==> src/rtl/adder_seq_pkg.sv <==
// Shared definitions for the byte-serial add/subtract sequencer.
//   BYTE_W  : width of one adder slice
//   state_t : sequencer states IDLE -> RUN -> DONE
package adder_seq_pkg;

  localparam int BYTE_W = 8;

  typedef enum logic [1:0] {
    IDLE = 2'd0,
    RUN  = 2'd1,
    DONE = 2'd2
  } state_t;

endpackage

==> src/rtl/adder_n.sv <==
// N-bit ripple-carry adder (purely combinational).
//   a, b : addends
//   cin  : carry in
//   sum  : a + b + cin, modulo 2^N
//   cout : carry out of the top bit
module adder_n #(
  parameter int N = 8
) (
  input  logic [N-1:0] a,
  input  logic [N-1:0] b,
  input  logic         cin,
  output logic [N-1:0] sum,
  output logic         cout
);

  always_comb begin
    logic v_carry;
    v_carry = cin;
    sum     = '0;
    for (int unsigned i = 0; i < N; i++) begin
      sum[i]  = a[i] ^ b[i] ^ v_carry;
      v_carry = (a[i] & b[i]) | (v_carry & (a[i] ^ b[i]));
    end
    cout = v_carry;
  end

endmodule

==> src/rtl/adder_seq_ctrl.sv <==
// Wide add/subtract built from one 8-bit adder used once per cycle, LSB
// byte first, with the inter-byte carry held in a register.
//   clk, rst_n           : clock, asynchronous active-low reset
//   in_valid / in_ready  : operand handshake (in_ready high only in IDLE)
//   op_a, op_b, sub      : operands and op select (1 = op_a - op_b)
//   out_valid / out_ready: result handshake (out_valid high only in DONE)
//   result               : sum/difference modulo 2^(8*WORDS)
//   carry_out            : final carry (subtract: 1 = no borrow)
//   overflow             : two's-complement signed overflow
module adder_seq_ctrl
  import adder_seq_pkg::*;
#(
  parameter int WORDS = 4
) (
  input  logic                  clk,
  input  logic                  rst_n,
  input  logic                  in_valid,
  output logic                  in_ready,
  input  logic [8*WORDS-1:0]    op_a,
  input  logic [8*WORDS-1:0]    op_b,
  input  logic                  sub,
  output logic                  out_valid,
  input  logic                  out_ready,
  output logic [8*WORDS-1:0]    result,
  output logic                  carry_out,
  output logic                  overflow
);

  localparam int W     = BYTE_W * WORDS;
  localparam int IDX_W = (WORDS > 1) ? $clog2(WORDS) : 1;
  localparam logic [IDX_W-1:0] LAST_IDX = IDX_W'(WORDS - 1);

  state_t           r_state;
  logic [W-1:0]     r_a;
  logic [W-1:0]     r_b;       // already inverted for subtract
  logic             r_carry;
  logic [IDX_W-1:0] r_idx;
  logic [W-1:0]     r_result;
  logic             r_cout;
  logic             r_ovf;

  logic [BYTE_W-1:0] w_a_byte;
  logic [BYTE_W-1:0] w_b_byte;
  logic [BYTE_W-1:0] w_sum;
  logic              w_cout;

  always_comb begin
    w_a_byte = r_a[r_idx*BYTE_W +: BYTE_W];
    w_b_byte = r_b[r_idx*BYTE_W +: BYTE_W];
  end

  adder_n #(.N(BYTE_W)) u_adder (
    .a    (w_a_byte),
    .b    (w_b_byte),
    .cin  (r_carry),
    .sum  (w_sum),
    .cout (w_cout)
  );

  always_ff @(posedge clk or negedge rst_n) begin
    if (!rst_n) begin
      r_state  <= IDLE;
      r_a      <= '0;
      r_b      <= '0;
      r_carry  <= 1'b0;
      r_idx    <= '0;
      r_result <= '0;
      r_cout   <= 1'b0;
      r_ovf    <= 1'b0;
    end else begin
      case (r_state)
        IDLE: begin
          if (in_valid) begin
            r_a     <= op_a;
            // Subtract as A + ~B + 1: invert B once here, seed carry with 1.
            r_b     <= sub ? ~op_b : op_b;
            r_carry <= sub;
            r_idx   <= '0;
            r_state <= RUN;
          end
        end
        RUN: begin
          r_result[r_idx*BYTE_W +: BYTE_W] <= w_sum;
          r_carry <= w_cout;
          r_idx   <= r_idx + IDX_W'(1);
          if (r_idx == LAST_IDX) begin
            r_cout  <= w_cout;
            // Sign bits of A and B' agree but the result sign differs.
            r_ovf   <= (r_a[W-1] == r_b[W-1]) && (w_sum[BYTE_W-1] != r_a[W-1]);
            r_state <= DONE;
          end
        end
        DONE: begin
          if (out_ready) r_state <= IDLE;
        end
        default: r_state <= IDLE;
      endcase
    end
  end

  assign in_ready  = (r_state == IDLE);
  assign out_valid = (r_state == DONE);
  assign result    = r_result;
  assign carry_out = r_cout;
  assign overflow  = r_ovf;

endmodule

==> config.mk <==
export PLATFORM = sky130hd
export DESIGN_NAME = adder_seq_ctrl
export DESIGN_NICKNAME = d
export VERILOG_FILES = /design/src/rtl/adder_seq_pkg.sv /design/src/rtl/adder_n.sv /design/src/rtl/adder_seq_ctrl.sv
export SDC_FILE = /design/constraint.sdc
export NUM_CORES = 1
export LEC_CHECK = 0
export ABC_CLOCK_PERIOD_IN_PS = 6400
export BUFFER_PORTS_ARGS = -buffer_cell sky130_fd_sc_hd__buf_4
export CAP_MARGIN = 20
export CORE_ASPECT_RATIO = 1.25
export CORE_UTILIZATION = 45
export CTS_CLUSTER_SIZE = 20
export DETAILED_ROUTE_END_ITERATION = 6
export MAX_ROUTING_LAYER = met4
export PLACE_DENSITY = 0.78
export SYNTH_ARGS = -nofsm -noshare
export SYNTH_HDL_FRONTEND = slang
export SYNTH_SLANG_ARGS = --single-unit
==> constraint.sdc <==
create_clock -name clk -period 6.4 [get_ports clk]
set_clock_uncertainty 0.1 [all_clocks]
set_input_delay 0.32 -clock clk [delete_from_list [all_inputs] [get_ports clk]]
set_output_delay 0.32 -clock clk [all_outputs]
set_load 0.005 [all_outputs]
==> summary.txt <==
Run status
  – Status: completed

Clock tree
  – Skew-Pair Late Insertion Delay: 0.34 ns
  – Post-CTS Hold Buffers: 1
  – Root Driver: clkbuf_16
  – Clock Tree Buf Depth: 2
  – Reg clk slew, reported paths: 0.07 ns
  – Post-CTS Resized: 0
  – Sink Count: 103
  – Setup Fix Bufs, Post-CTS: 0
  – H-tree lvl count: 3
  – Clock tree from TritonCTS: yes
  – Cts bufs inserted: 9

Detailed routing
  – M1 WL: 4480 microns
  – # DRC: 0
  – Routed len/inst: 18.6 microns
  – Via count: 3224
  – Initial drt markers: 214
  – DR top layer: met4
  – DR WL met3: 435 microns
  – Final antenna-violating net count: 0
  – Final WL: 11000 microns
  – Met2 Routed Length: 5790 microns
  – Avg Vias per Cell: 5.46
  – TritonRoute pass-1 iters: 4

Logic synthesis
  – Synth Flop Type: dfrtp_1
  – Async set or reset register ratio after synthesis: 100%
  – Synth cell types: 34
  – Post-Synthesis Cells: 360
  – Synth warnings: 0
  – Mapped Nets: 443
  – Post-Syn Area: 4800 sq um
  – Number of synthesized register bits: 103
  – Sequential cell area fraction in the yosys report: 53.7%
  – Post-synth EDFFs: 0
  – Syn Area/Cell: 13.3 sq um

Placement
  – Placed inst area: 5620 sq um
  – Place WS: 1.26 ns
  – I/O Buffers: 104
  – GP Congestion: 0.823
  – HPWL Detailed: 7690 microns

Global routing
  – Antenna violations before repair: 0
  – Global-route wire length before repair: 17700 microns
  – Gr usage total: 21.8%
  – Gr ovfl total: 0
  – Number of global-route vias before repair: 3410
  – Largest net degree at the start of global routing: 102

Finish
  – Antenna Cells: 0
  – Final Instance Area: 5930 sq um
  – Fillers: 821
  – Nets: 539
  – Layout cells sized above 1: 38.2%
  – Layout area overhead: 23.4%

Floorplan
  – Cell Rows: 41
  – Io pins: 105
  – CORE AREA: 10300 sq um
  – Die outline width: 94.4 microns
  – Die Height: 118 microns
  – Full die area: 11100 sq um
  – Starting Density: 46.8%

Run
  – Max Cap Viol: 0

STA
  – Setup Viol. Count Final: 0
  – Slew margin rel.: 31.2%
  – Fmax: 194 MHz
  – Final Hold Violating Endpoints: 0
  – Setup TNS Final: 0 ns
  – Slew Limit Fails: 0
  – Final WS setup: 1.24 ns
  – Final Cycle Share: 80.6%
  – Minimum clock period: 5.16 ns
  – Worst-Margin Slew: 1.03 ns
  – RSZ-0062 raised after global routing: no

Pwr
  – Pwr dens: 560 nW/um^2
  – Leak: 2.66 nW
  – IR drop worst, VDD: 0.291 mV

Hold path
  – Worst hold path class: in -> reg
  – Hold Path Origin: out_ready
  – Cells on Worst Hold Path: 2
  – Hold EP: r_state[1]$_DFFE_PN0P_

Worst setup path
  – Worst R2R Path Depth: 14
  – Setup crit start: r_idx[0]$_DFFE_PN0P_
  – WS Path Type: reg -> reg
  – WP data arrival: 5.29 ns
  – Reg-to-reg slack, setup: 1.24 ns
  – Critical R2R Launch: r_idx[0]$_DFFE_PN0P_
  – Reg2reg end: overflow$_DFFE_PN0P_
  – Element type at the critical path end: flop
  – Element type at the critical path start: flop
  – Worst EP required: 6.53 ns
  – Crit Path Max Fanout: 15
-- cells in the final DEF, fill, tap and decap left out, types with 2 or more instances in the layout --
| cell | n |
|---|---|
| buf_4 | 108 |
| dfrtp_1 | 103 |
| nor2_1 | 34 |
| mux2_2 | 34 |
| xnor2_1 | 32 |
| a21oi_1 | 32 |
| a22o_1 | 24 |
| mux4_2 | 16 |
| inv_1 | 10 |
| clkbuf_16 | 9 |
| o2bb2ai_1 | 8 |
| fa_1 | 8 |
| ha_1 | 6 |
| nand2_1 | 5 |
| clkbuf_1 | 3 |
| nand2b_1 | 2 |
| nand2_2 | 2 |
| and4_1 | 2 |
| nand4_1 | 2 |
-- critical path, stage by stage (launching register included) --
cell and delay (ns):
dfrtp_1 0.76, mux4_2 0.63, fa_1 0.45, fa_1 0.37
inv_1 0.09, fa_1 0.19, fa_1 0.18, inv_1 0.06
fa_1 0.39, fa_1 0.40, fa_1 0.42, fa_1 0.54
nand2b_1 0.12, o22ai_1 0.08, mux2_2 0.27
-- synth_stat cells, types with 2 or more instances --
master,count,share of area (%)
a21oi_1,32,3.3
a22o_1,24,4.4
and4_1,2,0.36
buf_2,15,1.6
buf_4,5,0.78
buf_6,4,0.94
dfrtp_1,103,54
fa_1,8,3.3
ha_1,6,1.6
inv_1,10,0.78
mux2_2,34,8.0
mux4_2,16,7.5
nand2_1,5,0.39
nand2_2,2,0.26
nand2b_1,2,0.26
nand4_1,2,0.26
nor2_1,34,2.7
nor3b_2,2,0.52
o2bb2ai_1,8,1.5
xnor2_1,32,5.8
-- per-layer routing --
metal	GRT usage (%)	up-vias
li1	-	1469
met1	27.0	1631
met2	35.9	103
met3	2.39	21
met4	9.13	0
met5	-	-
-- layout make-up --
type / count / area, sq um / area share [%]
tap: 129 / 161 / 2.72
sequential: 103 / 2580 / 43.5
multi-input combinational: 223 / 2040 / 34.4
inverter: 10 / 37.5 / 0.633
timing repair buffer: 109 / 821 / 13.8
clock buffer: 13 / 250 / 4.22
clock inverter: 3 / 42.5 / 0.718
-- report_power, final --
part / switching [W] / internal [W] / total (W)
combinational: 0.000822 / 0.000796 / 0.00162
sequential: 0.000208 / 0.000951 / 0.00116
clock: 0.000230 / 0.000314 / 0.000544
-- cell families after synthesis --
| kind of cell | share of synthesized area (%) |
|---|---|
| mux | 15.5 |
| fa+ha+maj | 4.90 |
| compound gates | 9.92 |
| flops | 53.7 |
| simple gates | 6.15 |
| xor+xnor | 5.83 |
| buf+inv | 4.06 |
-- how the worst max path moves through the flow --
stage,endpoint,slack [ns],cells past startpoint
2_1_floorplan,overflow$_DFFE_PN0P_,1.69,15
3_3_place_gp,overflow$_DFFE_PN0P_,1.52,14
3_5_place_dp,overflow$_DFFE_PN0P_,1.26,14
4_1_cts,overflow$_DFFE_PN0P_,1.24,14
5_1_grt,overflow$_DFFE_PN0P_,1.07,14
6_report,overflow$_DFFE_PN0P_,1.24,14
-- stage by stage --
step                      utilization (%)  instances  power [W]  hold slack [ns]
final                                57.8        590    0.00332           0.0629
after global routing                 57.8        590    0.00354           0.0543
after CTS                            57.8        590    0.00333           0.0602
after detailed placement             54.8        573    0.00277            0.248
after global placement               54.8        573    0.00267            0.246
after floorplan                         -        360    0.00223          -0.0756
-- registers in the layout, summed over array words and instances (netlist names) --
| signal | flops |
|---|---|
| carry_out | 1 |
| overflow | 1 |
| r_a | 32 |
| r_b | 32 |
| r_carry | 1 |
| r_idx | 2 |
| r_state | 2 |
| result | 32 |
No activity file was read; power rests on OpenSTA's default activity.
